[src/rtl/uart_pkg.sv]
// Shared UART constants and the transmit FSM state type; also used by the receive-side bit sampler.
package uart_pkg;

    localparam int unsigned UART_DATA_BITS            = 8;
    localparam int unsigned UART_DEFAULT_CLKS_PER_BIT = 16;

    typedef enum logic [2:0] {IDLE, START, DATA, PARITY, STOP} uart_tx_state_t;

endpackage

[src/rtl/uart_tx_if.sv]
// Byte handshake between the host-side source (master) and the UART transmitter (slave).
interface uart_tx_if;
    import uart_pkg::*;

    logic [UART_DATA_BITS-1:0] data_in;
    logic                      data_valid;
    logic                      ready;

    modport master (output data_in, output data_valid, input ready);
    modport slave  (input data_in, input data_valid, output ready);

endinterface

[src/rtl/uart_tx_bit_timer.sv]
// Bit-period timer: bit_end strobes on the last clk cycle of each CLKS_PER_BIT-long bit.
module uart_tx_bit_timer #(
    parameter int unsigned CLKS_PER_BIT = 16
) (
    input  logic clk,
    input  logic rst,
    input  logic clear,
    output logic bit_end
);

    localparam int unsigned CntW = $clog2(CLKS_PER_BIT);
    localparam logic [CntW-1:0] LastTick = CntW'(CLKS_PER_BIT - 1);

    logic [CntW-1:0] tick_q;

    // Wrapping on bit_end coincides with every FSM state change outside IDLE.
    always_ff @(posedge clk or negedge rst) begin
        if (!rst) begin
            tick_q <= '0;
        end else if (clear || bit_end) begin
            tick_q <= '0;
        end else begin
            tick_q <= tick_q + CntW'(1);
        end
    end

    assign bit_end = !clear && (tick_q == LastTick);

endmodule

[src/rtl/uart_tx.sv]
// UART 8-N-1 serializer, LSB first, registered glitch-free tx.
// Define UART_TX_PARITY_EN to insert a parity bit (sense PARITY_ODD) between bit 7 and stop.
module uart_tx
    import uart_pkg::*;
#(
    parameter int unsigned CLKS_PER_BIT = UART_DEFAULT_CLKS_PER_BIT,
    parameter bit          PARITY_ODD   = 1'b0
) (
    input  logic      clk,
    input  logic      rst,
    uart_tx_if.slave  bus,
    output logic      tx,
    output logic      tx_done
);

    uart_tx_state_t            state_q;
    logic [UART_DATA_BITS-1:0] shreg_q;
    logic [2:0]                bit_idx_q;
    logic                      ready_q;
    logic                      tx_q;
    logic                      tx_done_q;
    logic                      bit_end;
    logic                      timer_clear;

`ifdef UART_TX_PARITY_EN
    logic parity_q;
`else
    logic unused_parity_odd;
    assign unused_parity_odd = PARITY_ODD;
`endif

    assign timer_clear = (state_q == IDLE);

    uart_tx_bit_timer #(
        .CLKS_PER_BIT(CLKS_PER_BIT)
    ) u_bit_timer (
        .clk    (clk),
        .rst    (rst),
        .clear  (timer_clear),
        .bit_end(bit_end)
    );

    always_ff @(posedge clk or negedge rst) begin
        if (!rst) begin
            state_q   <= IDLE;
            shreg_q   <= '0;
            bit_idx_q <= '0;
            ready_q   <= 1'b0;
            tx_q      <= 1'b1;
            tx_done_q <= 1'b0;
`ifdef UART_TX_PARITY_EN
            parity_q  <= 1'b0;
`endif
        end else begin
            tx_done_q <= 1'b0;
            unique case (state_q)
                IDLE: begin
                    if (bus.data_valid && ready_q) begin
                        state_q   <= START;
                        shreg_q   <= bus.data_in;
                        bit_idx_q <= '0;
                        ready_q   <= 1'b0;
                        tx_q      <= 1'b0;
`ifdef UART_TX_PARITY_EN
                        parity_q  <= (^bus.data_in) ^ PARITY_ODD;
`endif
                    end else begin
                        ready_q <= 1'b1;
                    end
                end
                START: begin
                    if (bit_end) begin
                        state_q   <= DATA;
                        bit_idx_q <= '0;
                        tx_q      <= shreg_q[0];
                    end
                end
                DATA: begin
                    if (bit_end) begin
                        if (bit_idx_q == 3'(UART_DATA_BITS - 1)) begin
                            bit_idx_q <= '0;
`ifdef UART_TX_PARITY_EN
                            state_q   <= PARITY;
                            tx_q      <= parity_q;
`else
                            state_q   <= STOP;
                            tx_q      <= 1'b1;
`endif
                        end else begin
                            bit_idx_q <= bit_idx_q + 3'd1;
                            shreg_q   <= shreg_q >> 1;
                            tx_q      <= shreg_q[1];
                        end
                    end
                end
`ifdef UART_TX_PARITY_EN
                PARITY: begin
                    if (bit_end) begin
                        state_q <= STOP;
                        tx_q    <= 1'b1;
                    end
                end
`endif
                STOP: begin
                    if (bit_end) begin
                        state_q   <= IDLE;
                        tx_done_q <= 1'b1;
                        ready_q   <= 1'b1;
                    end
                end
                default: begin
                    state_q <= IDLE;
                    tx_q    <= 1'b1;
                    ready_q <= 1'b0;
                end
            endcase
        end
    end

    assign bus.ready = ready_q;
    assign tx        = tx_q;
    assign tx_done   = tx_done_q;

endmodule

[src/flat_wrapper.sv]
// flat-port wrapper written by rule: the top's interface ports become plain ports
module uart_tx_flat import uart_pkg::*;
#(
    parameter int unsigned CLKS_PER_BIT = UART_DEFAULT_CLKS_PER_BIT,
    parameter bit          PARITY_ODD   = 1'b0
)
  (clk, rst, tx, tx_done, bus_data_in, bus_data_valid, bus_ready);
  uart_tx_if bus_i ();
  input  logic clk;
  input  logic rst;
  output logic tx;
  output logic tx_done;
  input wire logic [$bits(bus_i.data_in)-1:0] bus_data_in;
  input wire logic [$bits(bus_i.data_valid)-1:0] bus_data_valid;
  output wire logic [$bits(bus_i.ready)-1:0] bus_ready;
  assign bus_i.data_in = bus_data_in;
  assign bus_i.data_valid = bus_data_valid;
  assign bus_ready = bus_i.ready;
  uart_tx #(.CLKS_PER_BIT(CLKS_PER_BIT), .PARITY_ODD(PARITY_ODD)) u_core (.clk(clk), .rst(rst), .bus(bus_i), .tx(tx), .tx_done(tx_done));
endmodule
[config.mk]
export PLATFORM = sky130hd
export DESIGN_NAME = uart_tx_flat
export DESIGN_NICKNAME = d
export VERILOG_FILES = /design/src/rtl/uart_pkg.sv /design/src/rtl/uart_tx_if.sv /design/src/rtl/uart_tx_bit_timer.sv /design/src/rtl/uart_tx.sv /design/src/flat_wrapper.sv
export SDC_FILE = /design/constraint.sdc
export NUM_CORES = 1
export LEC_CHECK = 0
export BUFFER_PORTS_ARGS = -buffer_cell sky130_fd_sc_hd__buf_2
export CORE_MARGIN = 4
export CORE_UTILIZATION = 38
export DETAILED_ROUTE_END_ITERATION = 7
export PLACE_DENSITY = 0.58
export RECOVER_POWER = 50
export SKIP_LAST_GASP = 1
export SLEW_MARGIN = 20
export SYNTH_ARGS = -nofsm -noshare
export SYNTH_HDL_FRONTEND = slang
export SYNTH_SLANG_ARGS = --single-unit
[constraint.sdc]
create_clock -name clk -period 2.2 [get_ports clk]
set_input_delay 0.66 -clock clk [delete_from_list [all_inputs] [get_ports clk]]
set_output_delay 0.66 -clock clk [all_outputs]
set_load 0.05 [all_outputs]
======== Yosys cells after proc, flatten, opt, wreduce, memory -nomap -nowiden ========
Index checks and enable logic that the tools add are counted.
storage, ports and cells
  register bits ........................... 21
  output and inout bits ................... 3
  word-level logic and storage cells ...... 60
  input port bits ......................... 11
cells by class
  $add $sub $neg .......................... 2
  bitwise logic cells ..................... 2
  equality and inequality tests ........... 11
  reductions and logical operators ........ 13
  multiplexer cells ....................... 25
operator list
  operator                                                         number
  3-bit 2-to-1 mux                                                 8
  8-bit 2-to-1 mux                                                 3
  8-bit case mux with 2 select lines                               1
  3-bit case mux with 4 select lines                               1
  4-bit AND reduction                                              3
  3-bit case mux with 3 select lines                               1
  1-bit 2-to-1 mux                                                 8
  2-bit != test, second input constant                             4
  3-bit == test, second input constant                             2
  5-bit AND reduction                                              1
  4-bit by 1-bit adder with 4-bit output, second input constant    1
  4-bit == test, second input constant                             1
  4-bit 2-to-1 mux                                                 1
  2-bit by 1-bit != test with 1-bit output, second input constant  2
  1-bit case mux with 4 select lines                               1
  3-bit by 1-bit adder with 3-bit output, second input constant    1
  3-bit by 1-bit == test with 1-bit output, second input constant  1
  3-bit by 2-bit == test with 1-bit output, second input constant  1
  3-bit zero test                                                  1
  1-bit case mux with 3 select lines                               1
  3-bit nonzero test                                               1
  1-bit logical AND                                                2
  1-bit inverter                                                   2
  2-bit AND reduction                                              1
  4 further kinds                                                  4

======== Longest topological paths before layout ========
  depth in word-level cells ............... 5
  depth in mapped cells ................... 5
  mapped depth without buffers ............ 5

======== Hierarchy ========
From an unflattened synthesis, not the netlist that was laid out.
second synthesis, totals
  cells, all modules ...................... 98
  area, all modules ....................... 1,163.6 sq um
modules (own cells, without submodules)
  module             area an instance (sq um)  times used  seq. area each (sq um)  cells each
  uart_tx            988.4                     1           426.7                   83
  uart_tx_bit_timer  175.2                     1           100.1                   15

======== Worst setup path after synthesis ========
Ideal clock, no wire load.
  path kind ............................... reg-to-reg
  from .................................... register u_core.bit_idx_q[0]
  to ...................................... register u_core.shreg_q[0]
  data arrival time ....................... 1.896 ns
  clock period less this slack ............ 2.021 ns
  stages on the path, launching flop included .. 6
  slack ................................... 0.179 ns
  setup time .............................. 0.125 ns
  data required time ...................... 2.075 ns
  path buffers ............................ 0
  path through ............................ dfrtp_1 -> ha_1 -> ha_1 -> or4b_1 -> o32ai_4 -> mux2_2
on the way
  word-level cells in the longest chain between the ends .. 3
ends and longest elaborated chain
  what                           RTL line       text
  start, declared                uart_tx.sv:18  logic [2:0] bit_idx_q;
  start signal, assigned         uart_tx.sv:90  bit_idx_q <= bit_idx_q + 3'd1;
  3-bit == test                  uart_tx.sv:80  if (bit_idx_q == 3'(UART_DATA_BITS - 1)) begin
  2-bit != test (no line)        n/a
  4-bit AND reduction (no line)  n/a
  end signal, assigned           uart_tx.sv:60  shreg_q <= bus.data_in;
  end signal, assigned           uart_tx.sv:91  shreg_q <= shreg_q >> 1;
  end, declared                  uart_tx.sv:17  logic [UART_DATA_BITS-1:0] shreg_q;
No other way between the ends.
A chain may end at the register's enable or synchronous reset.

======== Final worst setup path ========
  from .................................... register u_core.bit_idx_q[0]
  to ...................................... register u_core.shreg_q[6]
Same word-level chain as after synthesis.

==> impl_metrics.toml <==
[run_status]
status = "complete, no violations"

[setup_path]
cpPeakStageDelay_ps = 520
crit_type = "register to register"
end_kind = "register"
timing.critical_path.buf_inv = 0
cpMostUsedCell = "ha_1"
crit_chain = "ha_1 > ha_1 > or4b_1 > o32ai_4 > mux2_2"
cp-start-kind = "register"
cp.arrival_ps = 2330
crit_family = "simple AND/OR/NAND/NOR gates"
r2r_slack_ps = 60
worstPathRequired_ps = 2390
crit_slowest_cell = "or4b_1"
critPathMaxFanout = 8

[yosys]
netlist_area_um2 = 1126
synth_top_cell_by_area = "dfrtp_1"
yosys.area.top_type_share_pct = 44.44
synthAdderAreaFrac_pct = 4.444
synthFlopType = "dfrtp_1"
synth_top_family_by_area = "multiplexers"
synth_compound_area_share_pct = 14.11
synthSimpleGateAreaFrac_pct = 14.22
ys_seq_area_share_pct = 46.78
synth-seq-cells = 21
synth_xor_area_share_pct = 2.333
netlist_instances = 100
synthMuxAreaShare_pct = 14.89
synthArstFlopShare_pct = 100.0
synth_warnings = 0
ys_types = 34
syn_avg_cell_area_um2 = 11.26
synth_edf_count = 0
synth_area_leaders = "dfrtp_1 44%, mux2_2 14%, ha_1 4.4%"
yosysMostFrequentCell = "dfrtp_1"
synthTopCellsByCount = "20 x dfrtp_1, 14 x mux2_2, 7 x nor2_1"
synth_fp_nets = 115

[sta]
fmax_ghz = 0.4675
skew_ps = 12.89
rsz0062_at_grt = "false"
tns_ps = 0
slew_violations = 0
hold_viol_final = 0
period_share_pct = 97.23
relSlewSlack_pct = 25.02
setup_violations = 0
min_period_ps = 2139
max_slew.worst_pin.slew_ps = 1125

[drt]
num_vias = 837
viasPerCell = 5.694
first_pass_iters = 4
drt_drc_violations_left = 0
drt_iter0_markers = 73
routed_wl_um = 2268
ant_nets = 0
wl_per_cell_um = 15.43

[placed_design]
port_buffers = 13
post_dp_cell_area_um2 = 1231
dp_cells = 142
gp_congestion = 0.8060
hpwl_um = 1624

[global_routing]
grt_pass1_vias = 842
track_usage_pct = 12.55
use_met2_pct = 20.77
grt_max_degree = 22
gr-max-usage-layer = "met2"
overflow = 0
met1_usage_pct = 16.84
met3_usage_pct = 3.957
antenna_found_initial = 0
grt_first_pass_wirelength_um = 3967

[cts]
cts_resized = 0
ctsHtreeMaxLevel = 1
numCtsBuffers = 3
cts.sinks = 21
clkSlewWorstSetupHoldPaths_ps = 120
cts_tree = "built"
cts_buffer_depth = 2
clk_latency_ps = 310
root_buffer = "clkbuf_4"
post_cts_buffers = 0
holdBufCountCts = 0

[die]
rows = 19
core_um2 = 2805
fp.dieW_um = 62.44
ios = 14
start_util_pct = 40.14
die-area_um2 = 3898
fp.dieH_um = 62.44

[hold_path]
hold_path.class = "register to register"

[job]
maxCapViolCount = 0

[power_and_ir_drop]
ir_drop_v = 0.0003714
power_mw = 0.6126
p_leak_nw = 0.5855
power.density_nw_per_um2 = 484.8

[cells_and_area]
finalInstanceArea_um2 = 1264
fin_cells = 147
final_layout_size_suffix_gt1_share_pct = 31.03
num-nets-final = 132
area_growth_pct = 12.22
finalCoreUtilization_pct = 45.05
antennaDiodeCount = 0
-- layout make-up --
type	count	area (µm²)
Fill cell	282	1541
Multi-Input combinational cell	70	563.0
Sequential cell	21	526.8
Timing Repair Buffer	17	93.84
Tap cell	31	38.79
Clock buffer	4	26.28
Inverter	4	15.01
-- flip-flops by register name, summed over array words and instances (netlist names) --
| name | flops |
|---|---|
| u_core.bit_idx_q | 3 |
| u_core.shreg_q | 8 |
| u_core.state_q | 3 |
| u_core.tx_done | 1 |
| u_core.u_bit_timer.tick_q | 4 |
| u_core.tx | 1 |
| u_core.bus.ready | 1 |
-- per-stage QoR --
stage / hold slack, ps / worst slack, ps
finish: 466.9 / 61.03
global route: 496.1 / 5.684
CTS: 305.6 / 22.48
detailed placement: 456.6 / 55.72
global placement: 446.5 / 96.44
floorplan: 364.4 / 179.3
-- final timing paths --
| kind | startpoint | endpoint | cells after the start |
|---|---|---|---|
| max reg2reg | u_core.bit_idx_q[0] | u_core.shreg_q[6] | 5 |
| max | u_core.bit_idx_q[0] | u_core.shreg_q[6] | 5 |
| min in group asynchronous | rst | u_core.bit_idx_q[0] | 1 |
| max in group asynchronous | rst | u_core.u_bit_timer.tick_q[1] | 1 |
| min | u_core.u_bit_timer.tick_q[0] | u_core.u_bit_timer.tick_q[0] | 1 |
| min reg2reg | u_core.u_bit_timer.tick_q[0] | u_core.u_bit_timer.tick_q[0] | 1 |
-- layout by cell type (no fill, tap or decap), drive strengths merged, types with 2 or more instances in the layout --
cell      n
nand4     4
nand3     4
clkbuf    5
nand3b    2
nand2     3
o21ai     4
nor2      7
buf      16
inv       4
mux2     14
a211oi    2
o2bb2ai   3
nor3      3
xor2      2
a21oi     2
ha        4
dfrtp    20
-- where the power goes --
part | internal, mW | leakage, nW | total, mW | switching (mW)
combinational | 0.0140 | 0.312 | 0.0320 | 0.0180
clock | 0.0707 | 0.0150 | 0.185 | 0.115
sequential | 0.392 | 0.259 | 0.395 | 0.00302
total | 0.477 | 0.585 | 0.613 | 0.136
-- cell families after synthesis --
| family | count (synthesis) |
|---|---|
| XOR/XNOR | 3 |
| AND/OR/NAND/NOR | 29 |
| multiplexers | 15 |
| buffers and inverters | 9 |
| adder cells (fa/ha/maj) | 4 |
| flip-flops | 21 |
| AO/OA/AOI/OAI | 19 |
-- routing by layer --
layer | part of all wire, % | up-vias
li1 | - | 405
met3 | 5.6 | 0
met2 | 46 | 20
met5 | 0 | -
met4 | 0 | 0
met1 | 48 | 412
-- worst register-to-register path, delay by kind of cell (launching register included) --
| family | cells | cell delay [ps] |
|---|---|---|
| AO/OA/AOI/OAI | 1 | 250 |
| flip-flops | 1 | 430 |
| adder cells (fa/ha/maj) | 2 | 430 |
| AND/OR/NAND/NOR | 1 | 520 |
| multiplexers | 1 | 380 |
Note: power is estimated with default switching activity, not from simulation.
